[src/rtl/i2c_bus_arbiter.sv]
// Round-robin arbiter sharing one I2C master between NUM_REQ requesters and sequencing each transaction.
// Optional bus-hang watchdog and its wd_fired output are enabled with `define I2C_ARB_TIMEOUT_EN.
module i2c_bus_arbiter #(
    parameter int NUM_REQ     = 2,
    parameter int TIMEOUT_CYC = 65535
) (
    input  logic                 clk,
    input  logic                 reset,
    input  logic [NUM_REQ-1:0]   req_valid,
    input  logic [NUM_REQ-1:0]   req_rw,
    input  logic [NUM_REQ*9-1:0] req_dev_addr,
    input  logic [NUM_REQ*8-1:0] req_reg_addr,
    input  logic [NUM_REQ*8-1:0] req_wdata,
    output logic [NUM_REQ-1:0]   req_grant,
    output logic [NUM_REQ-1:0]   rsp_valid,
    output logic [7:0]           rsp_rdata,
    output logic                 rsp_err,
    output logic [8:0]           i2c_device_address,
    output logic [7:0]           i2c_reg_address,
    output logic [7:0]           i2c_data_in,
    output logic                 i2c_rw,
    output logic                 i2c_start,
    input  logic [7:0]           i2c_data_out,
    input  logic [1:0]           i2c_status,
    output logic                 busy,
`ifdef I2C_ARB_TIMEOUT_EN
    output logic                 wd_fired,
`endif
    output logic [2:0]           dbg_state
);

    localparam int IW = (NUM_REQ > 1) ? $clog2(NUM_REQ) : 1;

    typedef enum logic [2:0] {
        IDLE      = 3'd0,
        ISSUE     = 3'd1,
        WAIT_BUSY = 3'd2,
        WAIT_DONE = 3'd3,
        RESP      = 3'd4
    } state_t;

    // Handshake: req_valid[i] is held until req_grant[i] pulses; fields are latched in the
    // grant cycle, so the requester may drop or change them afterwards. rsp_valid[i] is a
    // one-cycle pulse and rsp_rdata/rsp_err hold their value until the next response.

    state_t          state_q, state_d;
    logic [IW-1:0]   rr_ptr_q, rr_ptr_d;
    logic [IW-1:0]   win_q, win_d;
    logic [NUM_REQ-1:0] grant_q, grant_d;
    logic [NUM_REQ-1:0] rsp_valid_q, rsp_valid_d;
    logic [7:0]      rdata_q, rdata_d;
    logic            err_q, err_d;
    logic [8:0]      dev_q, dev_d;
    logic [7:0]      reg_q, reg_d;
    logic [7:0]      wdata_q, wdata_d;
    logic            rw_q, rw_d;
    logic            start_q, start_d;
    logic            wd_hit;

    // Requester selection: first valid at or after rr_ptr, wrapping.
    logic            found;
    logic [IW-1:0]   sel_idx;
    logic [IW:0]     sum;
    logic [IW-1:0]   next_ptr;
    logic            sel_rw;
    logic [8:0]      sel_dev;
    logic [7:0]      sel_reg;
    logic [7:0]      sel_wdata;

    always_comb begin
        found   = 1'b0;
        sel_idx = '0;
        sum     = '0;
        for (int i = 0; i < NUM_REQ; i++) begin
            sum = {1'b0, rr_ptr_q} + (IW+1)'(i);
            if (sum >= (IW+1)'(NUM_REQ)) begin
                sum = sum - (IW+1)'(NUM_REQ);
            end
            if (!found && req_valid[sum[IW-1:0]]) begin
                found   = 1'b1;
                sel_idx = sum[IW-1:0];
            end
        end
    end

    always_comb begin
        sel_rw    = 1'b0;
        sel_dev   = '0;
        sel_reg   = '0;
        sel_wdata = '0;
        for (int i = 0; i < NUM_REQ; i++) begin
            if (IW'(i) == sel_idx) begin
                sel_rw    = req_rw[i];
                sel_dev   = req_dev_addr[9*i +: 9];
                sel_reg   = req_reg_addr[8*i +: 8];
                sel_wdata = req_wdata[8*i +: 8];
            end
        end
        next_ptr = (sel_idx == IW'(NUM_REQ - 1)) ? '0 : sel_idx + IW'(1);
    end

`ifdef I2C_ARB_TIMEOUT_EN
    logic [15:0] wd_cnt_q, wd_cnt_d;
    logic        wd_fired_q, wd_fired_d;
    assign wd_hit   = (wd_cnt_q == 16'(TIMEOUT_CYC));
    assign wd_fired = wd_fired_q;
`else
    assign wd_hit = 1'b0;
`endif

    always_comb begin
        state_d     = state_q;
        rr_ptr_d    = rr_ptr_q;
        win_d       = win_q;
        grant_d     = '0;
        rsp_valid_d = '0;
        rdata_d     = rdata_q;
        err_d       = err_q;
        dev_d       = dev_q;
        reg_d       = reg_q;
        wdata_d     = wdata_q;
        rw_d        = rw_q;
        start_d     = 1'b0;
`ifdef I2C_ARB_TIMEOUT_EN
        wd_cnt_d    = wd_cnt_q;
        wd_fired_d  = 1'b0;
`endif
        case (state_q)
            IDLE: begin
                if (found) begin
                    state_d          = ISSUE;
                    win_d            = sel_idx;
                    grant_d[sel_idx] = 1'b1;
                    rr_ptr_d         = next_ptr;
                    rw_d             = sel_rw;
                    dev_d            = sel_dev;
                    reg_d            = sel_reg;
                    wdata_d          = sel_wdata;
                end
            end
            ISSUE: begin
                start_d = 1'b1;
                state_d = WAIT_BUSY;
`ifdef I2C_ARB_TIMEOUT_EN
                wd_cnt_d = '0;
`endif
            end
            WAIT_BUSY, WAIT_DONE: begin
                if (i2c_status[1]) begin
                    // Done (ACK or NACK), possibly without ever reporting busy.
                    state_d            = RESP;
                    rsp_valid_d[win_q] = 1'b1;
                    rdata_d            = rw_q ? i2c_data_out : 8'h00;
                    err_d              = i2c_status[0];
                end else if (wd_hit) begin
                    state_d            = RESP;
                    rsp_valid_d[win_q] = 1'b1;
                    rdata_d            = 8'h00;
                    err_d              = 1'b1;
`ifdef I2C_ARB_TIMEOUT_EN
                    wd_fired_d         = 1'b1;
`endif
                end else begin
                    if (state_q == WAIT_BUSY && i2c_status == 2'b01) begin
                        state_d = WAIT_DONE;
                    end
`ifdef I2C_ARB_TIMEOUT_EN
                    wd_cnt_d = wd_cnt_q + 16'd1;
`endif
                end
            end
            RESP: begin
                state_d = IDLE;
            end
            default: begin
                state_d = IDLE;
            end
        endcase
    end

    always_ff @(posedge clk) begin
        if (!reset) begin
            state_q     <= IDLE;
            rr_ptr_q    <= '0;
            win_q       <= '0;
            grant_q     <= '0;
            rsp_valid_q <= '0;
            rdata_q     <= '0;
            err_q       <= 1'b0;
            dev_q       <= '0;
            reg_q       <= '0;
            wdata_q     <= '0;
            rw_q        <= 1'b0;
            start_q     <= 1'b0;
`ifdef I2C_ARB_TIMEOUT_EN
            wd_cnt_q    <= '0;
            wd_fired_q  <= 1'b0;
`endif
        end else begin
            state_q     <= state_d;
            rr_ptr_q    <= rr_ptr_d;
            win_q       <= win_d;
            grant_q     <= grant_d;
            rsp_valid_q <= rsp_valid_d;
            rdata_q     <= rdata_d;
            err_q       <= err_d;
            dev_q       <= dev_d;
            reg_q       <= reg_d;
            wdata_q     <= wdata_d;
            rw_q        <= rw_d;
            start_q     <= start_d;
`ifdef I2C_ARB_TIMEOUT_EN
            wd_cnt_q    <= wd_cnt_d;
            wd_fired_q  <= wd_fired_d;
`endif
        end
    end

    assign req_grant          = grant_q;
    assign rsp_valid          = rsp_valid_q;
    assign rsp_rdata          = rdata_q;
    assign rsp_err            = err_q;
    assign i2c_device_address = dev_q;
    assign i2c_reg_address    = reg_q;
    assign i2c_data_in        = wdata_q;
    assign i2c_rw             = rw_q;
    assign i2c_start          = start_q;
    assign busy               = (state_q != IDLE);
    assign dbg_state          = state_q;

endmodule

[config.mk]
export PLATFORM = sky130hd
export DESIGN_NAME = i2c_bus_arbiter
export DESIGN_NICKNAME = d
export VERILOG_FILES = /design/src/rtl/i2c_bus_arbiter.sv
export SDC_FILE = /design/constraint.sdc
export NUM_CORES = 1
export LEC_CHECK = 0
export CAP_MARGIN = 20
export CORE_MARGIN = 4
export CORE_UTILIZATION = 30
export CTS_CLUSTER_DIAMETER = 50
export CTS_CLUSTER_SIZE = 10
export DETAILED_ROUTE_END_ITERATION = 6
export PLACE_DENSITY = 0.72
export SYNTH_ARGS = -nofsm -noshare
export SYNTH_HDL_FRONTEND = slang
export SYNTH_SLANG_ARGS = --single-unit
[constraint.sdc]
create_clock -name clk -period 1.8 [get_ports clk]
set_input_delay 0.45 -clock clk [delete_from_list [all_inputs] [get_ports clk]]
set_output_delay 0.45 -clock clk [all_outputs]
set_load 0.02 [all_outputs]
# == Word-level counts from Yosys, hierarchy flattened ==
# Index checks and enable logic that the tools add are counted.
# word_totals
register_bits,45
input_bits,66
word_cells,68
# op_classes
add_sub_neg,4
n_mux,25
eq_ne,6
n_lt_le_gt_ge,8
n_reduce_logical,13
# ops
cell,count
two-way mux 8 bit,3
two-way mux 1 bit,15
two-way mux 3 bit,3
two-way mux 9 bit,1
one-hot mux 3 bit (3 select lines),1
"less-than comparator 1 x 2 -> 1 bit, second input constant",4
"== test 3 x 2 -> 1 bit, second input constant",2
AND reduction 2 bit,3
AND reduction 3 bit,2
logical AND 1 bit,4
"== test 3 x 1 -> 1 bit, second input constant",1
logical NOT 3 bit,1
"!= test 3 bit, second input constant",1
nonzero test 3 bit,1
"adder 1 x 1 -> 2 bit, second input constant",1
demux 1 bit (select 1 bit),2
"== test 2 x 1 -> 1 bit, second input constant",1
">= comparator 1 bit, second input constant",2
">= comparator 1 x 2 -> 1 bit, second input constant",1
">= comparator 2 bit, second input constant",1
"!= test 2 bit, second input constant",1
OR reduction 2 bit,1
"subtractor 1 bit, second input constant",2
"adder 1 bit, second input constant",1
logical NOT 1 bit,1

# == Depth between registers and ports, before layout ==
# Gate-level depths: netlist of run 1.
# depth
ltp_word,12
depth_mapped,6
depth_no_buf,4

# == Worst setup path after synthesis of run 1 ==
# OpenSTA, ideal clock, no wires.
# synth_path
path_type,reg-to-reg
startpoint,reg state_q[1] (netlist: dbg_state[1])
endpoint,reg wdata_q[4] (netlist: i2c_data_in[4])
path_buffers,2
t_required_ps,1681
path_slack_ps,356
path_stages_with_launch,7
arrival_time_ps,1325
setup_ps,119
cell_sequence,dfxtp_1 nor3_2 inv_2 o21a_1 buf_6 buf_6 o2bb2ai_2
# synth_via
elab_chain_len,2
# synth_rtl
item,line,text
start: declaration,46,"state_t state_q, state_d;"
start signal: assignment,200,state_q <= state_d;
logical NOT 3 bit,128,case (state_q)
AND reduction 2 bit (no line),-,
end signal: assignment,209,wdata_q <= wdata_d;
end: declaration,55,"logic [7:0] wdata_q, wdata_d;"
# No other way between the ends.
# A chain may end at the register's enable or synchronous reset.

# == Worst setup path in the final report of run 1 ==
# layout_path
startpoint,reg wdata_q[1] (netlist: i2c_data_in[1])
endpoint,out i2c_data_in[1]
# layout_lines
item,line,text
end: declaration,20,"output logic [7:0] i2c_data_in,"
# No word-level cell between the ends.

==> flow_summary.yaml, run 1 <==
status:
  outcome: "complete, no violations"
critical_path:
  critical_path_required_ns: 1.35
  reg2reg_slack_ns: 0.45
  critPathTopFamily: "buffers and inverters"
  endpoint_kind: "output port"
  worst_path_largest_cell_delay_ns: 0.63
  worst_path_max_delay_cell: "sky130_fd_sc_hd__clkdlybuf4s50_1"
  r2r_end: "i2c_device_address[2]"
  worst-path-buf-inv: 1
  cell_depth_of_the_worst_setup_path: 1
  timing.critical_path.fanout_max: 2
  setup.worst_path.class: "flop to output port"
  startpoint_type: "flop"
  rr_worst_depth: 5
  crit_path_cell_trace: "clkdlybuf4s50_1"
  timing.critical_path.from: "i2c_data_in[1]"
  rr_startpoint: "dbg_state[1]"
  worstSetupEndpoint: "i2c_data_in[1]"
  timing.critical_path.arrival_ns: 1.29
grt:
  grtUsageTotal: 0.142
  grt_antenna_before_repair: 0
  overflow: 0
  grt_pass1_vias: 1729
  grt_pass1_wl_mm: 8.51
  grt_max_degree: 18
power:
  sequential_group_share_of_total_power: 0.426
  leakagePower_uw: 0.00114
  comb_power_share: 0.294
  net-switching-power_uw: 786
  max_vdd_drop_mv: 0.358
  cellInternalPower_uw: 1930
  total_power_uw: 2710
  p_sw_frac: 0.289
  share_clk_of_total_power: 0.280
  p_per_area_nw_per_um2: 852
logic_synthesis:
  syn_inst: 153
  synth_compound_area_frac: 0.377
  mappedNetlistNets: 219
  synth_xor_xnor_area_share: 0
  synth.yosys.seq_area_share: 0.478
  synth.cell_area_sq_um: 1880
  cell_type_with_the_highest_aggregate_area_in_the_netlist: "sky130_fd_sc_hd__dfxtp_1"
  largest_family_of_logic_cells_by_synthesized_area: "compound AO/OA/AOI/OAI gates"
  ys.warnings.count: 0
  synth.avg_cell_area_sq_um: 12.3
  largest_cells_by_area_after_synthesis: "sky130_fd_sc_hd__dfxtp_1 48%, sky130_fd_sc_hd__o2bb2ai_2 15%, sky130_fd_sc_hd__a32oi_1 12%, sky130_fd_sc_hd__a22o_1 3.7%, sky130_fd_sc_hd__buf_6 3.6%"
  yosys-mux-area-fraction: 0.00532
  yosys_register_bits: 45
  synthSimpleGateAreaFrac: 0.0738
  netlist.area_leader.share: 0.478
  synthAdderAreaFrac: 0
  synthDistinctLibCells: 31
detailed_routing:
  routed_wire_length_per_instance_um: 15.7
  drt_first_iter_violations: 46
  wl_mm: 5.36
  detail-route-antenna-nets: 0
  drc: 0
  via_count: 1707
  pre_antenna_drt_iters: 4
  route.detailed.vias_per_inst: 4.99
floorplanning:
  fp.dieH_um: 87.2
  floorplan.die_area_sq_um: 7610
  top_level_ports: 110
  floorplan.initialDensity: 0.314
  horizontal_extent_of_the_die_um: 87.2
  num_rows: 28
  total_core_area_sq_um: 5990
finish:
  sequential_area_sq_um: 902
  mostFrequentLayoutCells: "104 x sky130_fd_sc_hd__clkdlybuf4s50_1, 44 x sky130_fd_sc_hd__dfxtp_1, 26 x sky130_fd_sc_hd__a32oi_1"
  nFillCells: 534
  multi_input_area_sq_um: 860
  n_antenna_cell: 0
  nets: 332
  area.growth.synth_to_final_pct: 69.2
  final_layout_size_suffix_gt1_frac: 0.180
  most_frequent_standard_cell_in_the_layout_excluding_fill_and_tap_cells: "sky130_fd_sc_hd__clkdlybuf4s50_1"
timing:
  setup_violations: 0
  final_max_slew_viol_count: 0
  final_hold_viol_count: 0
  max_freq_mhz: 575
  postLayoutSetupSlackWorst_ns: 0.0613
  worst_pin_slew_ns: 0.280
  finalWorstPathRequiredPeriod_ns: 1.74
  maxSlewHeadroom: 0.813
  timing.hold.ws_ns: 0.467
  fin_crit_sh: 0.966
  finalClockSkew_ns: 0.00553
  rsz0062_at_grt: "false"
placed_design:
  routabilityCongestion: 0.724
  dp_hpwl_mm: 4.11
  io_buffer_count: 109
  preCtsSetupSlack_ns: -0.105
clock_network:
  ctsLongestPathBuffers: 2
  cts.clk_slew.worst_paths_ns: 0.09
  clock_sinks: 45
  post_cts_hold_buffer_count: 0
  tritoncts.num_buffers: 5
  tritoncts: "yes"
  ctsRootBufferMaster: "sky130_fd_sc_hd__clkbuf_8"
  htree_num_levels: 2
  worst_skew_pair.late_latency_ns: 0.30
  cts_setup_buffers: 0
min_path:
  min-delay-start: "i2c_device_address[1]"
  hold_path.class: "flop to flop"
job:
  max-cap-violations: 0
power by group through the flow:
stage                     combinational [uW]  clock [uW]  sequential [uW]
after global placement                   810           0             1180
after detailed placement                 818           0             1180
after CTS                                810         786             1160
after global routing                     855         828             1170
final                                    798         759             1160
after floorplan                          303           0             1280
timing repair:
action | in CTS | in global routing
setup endpoints to repair | 5 | 1
pin swaps | 0 | 1
resized for setup | 5 | 1
layout make-up:
cell class	instances	area share
clock inverter	3	0.0145
timing repair buffer	122	0.379
tap	75	0.0295
multi-input combinational	90	0.270
clock buffer	5	0.0216
sequential	45	0.283
inverter	2	0.00236
state kept, by name, summed over array words and instances, names as in the netlist:
register	flops
rr_ptr_q	1
i2c_reg_address	8
req_grant	2
win_q	1
rsp_err	1
i2c_data_in	8
i2c_rw	1
i2c_start	1
rsp_valid	2
i2c_device_address	9
dbg_state	3
rsp_rdata	8
metrics by stage:
stage	setup TNS, ns	std cells	instance area, sq um	utilization
final	0	342	3190	0.532
after global routing	0	342	3190	0.532
after CTS	0	342	3180	0.532
after detailed placement	-2.99	334	3080	0.513
after global placement	-1.39	334	3080	0.513
after floorplan	0	153	1880	-
logic make-up after synthesis:
| logic type | Yosys count |
|---|---|
| buffers and inverters | 18 |
| multiplexers | 1 |
| AO/OA/AOI/OAI | 68 |
| flip-flops | 45 |
| AND/OR/NAND/NOR | 21 |
synth_stat cells (all sizes together):
| cell | instances |
|---|---|
| o211ai | 1 |
| and4b | 1 |
| o21a | 1 |
| o21ai | 2 |
| a21boi | 1 |
| buf | 12 |
| or3 | 1 |
| nor2b | 2 |
| a21oi | 2 |
| a2bb2o | 1 |
| nor2 | 4 |
| inv | 2 |
| a32oi | 26 |
| nor3 | 2 |
| o2bb2ai | 26 |
| nand2 | 3 |
| nand2b | 2 |
| clkbuf | 4 |
| a22o | 8 |
| nand3b | 1 |
| mux2i | 1 |
| and2 | 3 |
| dfxtp | 45 |
| nor3b | 2 |
how the worst min path moves through the flow:
| stage | endpoint | cells past startpoint |
|---|---|---|
| floorplan | rsp_valid[0] | 1 |
| global placement | i2c_device_address[0] | 1 |
| detailed placement | i2c_device_address[1] | 1 |
| CTS | i2c_device_address[1] | 1 |
| global route | i2c_data_in[3] | 1 |
| finish | i2c_device_address[1] | 1 |
worst reg2reg max path, stage by stage, from the launching register on:
cell and delay, ns:
sky130_fd_sc_hd__dfxtp_1 0.34, sky130_fd_sc_hd__nor3_2 0.23, sky130_fd_sc_hd__inv_2 0.06, sky130_fd_sc_hd__o21a_1 0.23, sky130_fd_sc_hd__buf_4 0.23, sky130_fd_sc_hd__o2bb2ai_1 0.15
per-layer routing:
metal | global-route usage | part of all wire | up-vias
met5 | 0 | 0 | -
met4 | 0.0377 | 0.0097 | 0
met3 | 0.0558 | 0.10 | 5
met2 | 0.225 | 0.47 | 69
met1 | 0.179 | 0.42 | 796
li1 | - | - | 837
Note: power is estimated with default switching activity, not from simulation.
==> run 2, diff against run 1 <==
--- a/config.mk
+++ b/config.mk
@@ -12,6 +12,7 @@
 export CTS_CLUSTER_SIZE = 10
 export DETAILED_ROUTE_END_ITERATION = 6
 export PLACE_DENSITY = 0.72
+export SKIP_CTS_REPAIR_TIMING = 1
 export SYNTH_ARGS = -nofsm -noshare
 export SYNTH_HDL_FRONTEND = slang
 export SYNTH_SLANG_ARGS = --single-unit
==> run 2 against run 1 <==
- cell count unchanged
- count of clock-buffer cells in the layout is the same
- power increased by 0.25%
- register-to-register slack lost 0.05 ns
- setup slack about the same
- sequential share of layout area fell by 0.19 points
- cell area rose by 0.55%
- combinational power is 0.9% higher
- clock power about the same
- flip-flop and latch count stayed put
- core utilization grew 0.29 points
- critical path type unchanged
==> flow_summary.yaml, run 2 (synthesis gave the netlist of run 1 again) <==
critical_path:
  reg2reg_slack_ns: 0.40
  rr_worst_depth: 5
  rr_startpoint: "dbg_state[0]"
  r2r_end: "i2c_device_address[2]"
  endpoint_kind: "output port"
  timing.critical_path.from: "i2c_data_in[1]"
  worst_path_max_delay_cell: "sky130_fd_sc_hd__clkdlybuf4s50_1"
  timing.critical_path.arrival_ns: 1.29
  timing.critical_path.fanout_max: 2
  startpoint_type: "flop"
  crit_path_cell_trace: "clkdlybuf4s50_1"
  worst_path_largest_cell_delay_ns: 0.63
  critPathTopFamily: "buffers and inverters"
  worst-path-buf-inv: 1
  setup.worst_path.class: "flop to output port"
  critical_path_required_ns: 1.35
grt:
  grt.met1_usage: 0.180
  grt_busiest_layer: "met2"
  grt_pass1_vias: 1732
  grt_max_degree: 18
  grtUsageTotal: 0.142
  grt.met3_usage: 0.0549
  globalRouteMet2Util: 0.225
  grt_pass1_wl_mm: 8.54
  grt_antenna_before_repair: 0
  overflow: 0
timing:
  worst_pin_slew_ns: 0.283
  max_freq_mhz: 575
  final_hold_viol_count: 0
  setup_violations: 0
  rsz0062_at_grt: "false"
  finalClockSkew_ns: 0.00554
  finalWorstPathRequiredPeriod_ns: 1.74
  maxSlewHeadroom: 0.812
  fin_crit_sh: 0.966
  postLayoutSetupSlackWorst_ns: 0.0609
  final_max_slew_viol_count: 0
power:
  p_per_area_nw_per_um2: 850
  sequential_group_share_of_total_power: 0.425
  comb_power_share: 0.296
  cellInternalPower_uw: 1940
  share_clk_of_total_power: 0.279
  net-switching-power_uw: 786
  leakagePower_uw: 0.00120
  max_vdd_drop_mv: 0.358
  p_sw_frac: 0.289
floorplanning:
  floorplan.die_area_sq_um: 7610
  horizontal_extent_of_the_die_um: 87.2
  floorplan.initialDensity: 0.314
  top_level_ports: 110
  total_core_area_sq_um: 5990
  num_rows: 28
  fp.dieH_um: 87.2
min_path:
  hold_path.class: "flop to flop"
  hold_path_cells: 1
  min-delay-start: "i2c_device_address[1]"
  hold_path_end: "i2c_device_address[1]"
finish:
  most_frequent_standard_cell_in_the_layout_excluding_fill_and_tap_cells: "sky130_fd_sc_hd__clkdlybuf4s50_1"
  finalInstanceArea_sq_um: 3200
  n_antenna_cell: 0
  largest_register_ffs: 9
  mostFrequentLayoutCells: "104 x sky130_fd_sc_hd__clkdlybuf4s50_1, 45 x sky130_fd_sc_hd__dfxtp_1, 26 x sky130_fd_sc_hd__a32oi_1"
  nFillCells: 530
  area.growth.synth_to_final_pct: 70.1
  nets: 332
  final_core_utilization: 0.535
  final_layout_size_suffix_gt1_frac: 0.176
clock_network:
  tritoncts.num_buffers: 5
  worst_skew_pair.late_latency_ns: 0.30
  clock_sinks: 45
  cts.clk_slew.worst_paths_ns: 0.09
  ctsRootBufferMaster: "sky130_fd_sc_hd__clkbuf_8"
  tritoncts: "yes"
  htree_num_levels: 2
  ctsLongestPathBuffers: 2
detailed_routing:
  detail-route-antenna-nets: 0
  route.detailed.vias_per_inst: 4.96
  pre_antenna_drt_iters: 4
  routed_wire_length_per_instance_um: 15.7
  drc: 0
  drt_first_iter_violations: 43
  via_count: 1697
  wl_mm: 5.36
placed_design:
  preCtsSetupSlack_ns: -0.105
  routabilityCongestion: 0.724
  dp_hpwl_mm: 4.11
  placed_standard_cell_area_sq_um: 3080
  io_buffer_count: 109
status:
  outcome: "complete, no violations"
job:
  max-cap-violations: 0
==> run 2: cell types whose count changed in the layout (fill, tap and decap cells not counted) <==
cell	delta
sky130_fd_sc_hd__dfxtp_1	+1
sky130_fd_sc_hd__dfxtp_2	-1
sky130_fd_sc_hd__dlygate4sd2_1	-5
sky130_fd_sc_hd__dlymetal6s2s_1	+5
==> run 2: worst max-delay path by stage <==
stage	end	slack, ns	depth (start not counted)
final	i2c_data_in[1]	0.06	1
after global routing	i2c_device_address[7]	0.007	1
after CTS	busy	-0.20	3
after detailed placement	i2c_device_address[2]	-0.11	5
after global placement	rsp_rdata[2]	-0.05	4
after floorplan	i2c_data_in[4]	0.36	6
==> run 2: routing by layer <==
layer,routed length (um),part of all wire
met1,2260,0.42
met5,0,0
met3,555,0.10
met4,52,0.0097
met2,2490,0.46
==> run 2: power groups by stage <==
stage | clock network [uW] | registers (uW) | logic, uW
final | 760 | 1160 | 805
after global routing | 828 | 1170 | 862
after CTS | 786 | 1160 | 820
after detailed placement | 0 | 1180 | 818
after global placement | 0 | 1180 | 810
after floorplan | 0 | 1280 | 303
==> run 2: layout make-up <==
cell class / count / area (sq um) / area share
clock buffers: 5 / 68.8 / 0.0215
clock inverters: 3 / 46.3 / 0.0145
inverters: 2 / 7.51 / 0.00234
multi-input cells: 90 / 860 / 0.268
flip-flops and latches: 45 / 901 / 0.281
well taps: 75 / 93.8 / 0.0293
repair buffers: 122 / 1230 / 0.383
==> run 2: through the flow <==
stage	hold slack, ns	total power, uW	instances	TNS [ns]
detailed placement	0.447	1990	334	-2.99
CTS	0.471	2760	342	-0.358
global placement	0.445	1990	334	-1.39
finish	0.467	2720	342	0
global route	0.486	2860	342	0
floorplan	0.432	1580	153	0
==> run 3, diff against run 2 <==
--- a/config.mk
+++ b/config.mk
@@ -11,6 +11,7 @@
 export CTS_CLUSTER_DIAMETER = 50
 export CTS_CLUSTER_SIZE = 10
 export DETAILED_ROUTE_END_ITERATION = 6
+export MAX_ROUTING_LAYER = met4
 export PLACE_DENSITY = 0.72
 export SKIP_CTS_REPAIR_TIMING = 1
 export SYNTH_ARGS = -nofsm -noshare
==> run 3 against run 2 <==
- clock skew about the same
- global-route usage increased by 0.41 points
- cell area unchanged
- core utilization unchanged
- sequential power about the same
- count of clock-buffer cells in the layout unchanged
- setup slack got worse by 0.00066 ns
- register-to-register slack about the same
- maximum frequency about the same
==> flow_summary.yaml, run 3 (synthesis gave the netlist of run 1 again) <==
status:
  outcome: "complete, no violations"
finish:
  multi_input_area_sq_um: 860
  nFillCells: 530
  mostFrequentLayoutCells: "104 x sky130_fd_sc_hd__clkdlybuf4s50_1, 45 x sky130_fd_sc_hd__dfxtp_1, 26 x sky130_fd_sc_hd__a32oi_1"
  nets: 332
  most_frequent_standard_cell_in_the_layout_excluding_fill_and_tap_cells: "sky130_fd_sc_hd__clkdlybuf4s50_1"
  largest_register_ffs: 9
  sequential_area_sq_um: 901
  n_antenna_cell: 0
  final_layout_size_suffix_gt1_frac: 0.176
  final_core_utilization: 0.535
  area.growth.synth_to_final_pct: 70.1
critical_path:
  timing.critical_path.fanout_max: 2
  worst_path_largest_cell_delay_ns: 0.63
  worst-path-buf-inv: 1
  r2r_end: "i2c_device_address[2]"
  critical_path_required_ns: 1.35
  rr_startpoint: "dbg_state[0]"
  timing.critical_path.arrival_ns: 1.29
  endpoint_kind: "output port"
  startpoint_type: "flop"
  rr_worst_depth: 5
  critPathTopFamily: "buffers and inverters"
  worst_path_max_delay_cell: "sky130_fd_sc_hd__clkdlybuf4s50_1"
  reg2reg_slack_ns: 0.40
  crit_path_cell_trace: "clkdlybuf4s50_1"
  setup.worst_path.class: "flop to output port"
grt:
  grt_pass1_wl_mm: 8.52
  overflow: 0
  grt_pass1_vias: 1732
  grtUsageTotal: 0.146
  grt_max_degree: 18
  grt_antenna_before_repair: 0
placed_design:
  routabilityCongestion: 0.732
  preCtsSetupSlack_ns: -0.105
  io_buffer_count: 109
  dp_hpwl_mm: 4.11
floorplanning:
  total_core_area_sq_um: 5990
  floorplan.initialDensity: 0.314
  floorplan.die_area_sq_um: 7610
  top_level_ports: 110
  fp.dieH_um: 87.2
  num_rows: 28
  horizontal_extent_of_the_die_um: 87.2
job:
  max-cap-violations: 0
timing:
  fin_crit_sh: 0.967
  finalWorstPathRequiredPeriod_ns: 1.74
  finalClockSkew_ns: 0.00554
  final_max_slew_viol_count: 0
  rsz0062_at_grt: "false"
  final_hold_viol_count: 0
  fin_tns_setup_ns: 0
  worst_pin_slew_ns: 0.283
  setup_violations: 0
  max_freq_mhz: 575
  timing.hold.ws_ns: 0.467
  postLayoutSetupSlackWorst_ns: 0.0602
  maxSlewHeadroom: 0.812
clock_network:
  clock_sinks: 45
  ctsLongestPathBuffers: 2
  worst_skew_pair.late_latency_ns: 0.30
  tritoncts: "yes"
  ctsRootBufferMaster: "sky130_fd_sc_hd__clkbuf_8"
  cts.clk_slew.worst_paths_ns: 0.09
  tritoncts.num_buffers: 5
  htree_num_levels: 2
detailed_routing:
  via_count: 1695
  wl_mm: 5.36
  detail-route-antenna-nets: 0
  routed_wire_length_per_instance_um: 15.7
  route.detailed.vias_per_inst: 4.96
  pre_antenna_drt_iters: 4
  drt_first_iter_violations: 36
  drc: 0
min_path:
  hold_path_cells: 1
  hold_path.class: "flop to flop"
  hold_path_end: "i2c_device_address[1]"
  min-delay-start: "i2c_device_address[1]"
power:
  cellInternalPower_uw: 1940
  leakagePower_uw: 0.00120
  net-switching-power_uw: 786
  p_sw_frac: 0.289
  p_per_area_nw_per_um2: 850
  sequential_group_share_of_total_power: 0.425
  comb_power_share: 0.296
  share_clk_of_total_power: 0.279
  max_vdd_drop_mv: 0.357
==> run 3: worst reg2reg max path, cell delays in order, from the launching register on <==
cell and delay [ns]:
sky130_fd_sc_hd__dfxtp_1 0.37, sky130_fd_sc_hd__nor3_2 0.24, sky130_fd_sc_hd__inv_2 0.06, sky130_fd_sc_hd__o21a_1 0.23
sky130_fd_sc_hd__buf_4 0.23, sky130_fd_sc_hd__o2bb2ai_1 0.15
==> run 3: metrics by stage <==
stage | power, uW | cells | area (sq um)
3_5_place_dp | 1990 | 334 | 3080
4_1_cts | 2760 | 342 | 3190
3_3_place_gp | 1990 | 334 | 3080
6_report | 2720 | 342 | 3200
5_1_grt | 2860 | 342 | 3200
2_1_floorplan | 1580 | 153 | 1880
==> run 3: metal layers <==
| layer | vias to the layer above | part of all wire | track usage | wire length [um] |
|---|---|---|---|---|
| met5 | - | 0 | - | 0 |
| met4 | 0 | 0.0095 | 0.0377 | 51 |
| met3 | 5 | 0.091 | 0.0445 | 486 |
| met2 | 70 | 0.46 | 0.224 | 2490 |
| met1 | 784 | 0.43 | 0.188 | 2330 |
| li1 | 836 | - | - | - |
==> run 3: worst max-delay path by stage <==
stage,depth (start not counted),startpoint,endpoint,slack (ns)
final,1,i2c_data_in[1],i2c_data_in[1],0.06
after global routing,1,i2c_device_address[7],i2c_device_address[7],0.004
after CTS,3,dbg_state[0],busy,-0.20
after detailed placement,5,reset,i2c_device_address[2],-0.11
after global placement,4,reset,rsp_rdata[2],-0.05
after floorplan,6,dbg_state[1],i2c_data_in[4],0.36
==> run 3: final cells by class <==
cell class | count | share of cell area
timing repair buffer | 122 | 0.383
sequential | 45 | 0.281
multi-input combinational | 90 | 0.268
tap | 75 | 0.0293
clock buffer | 5 | 0.0215
clock inverter | 3 | 0.0145
inverter | 2 | 0.00234
==> run 3: power by group through the flow <==
stage | Combinational, uW | Sequential (uW) | Clock [uW]
2_1_floorplan | 303 | 1280 | 0
3_3_place_gp | 810 | 1180 | 0
3_5_place_dp | 818 | 1180 | 0
4_1_cts | 820 | 1160 | 786
5_1_grt | 861 | 1170 | 831
6_report | 805 | 1160 | 761
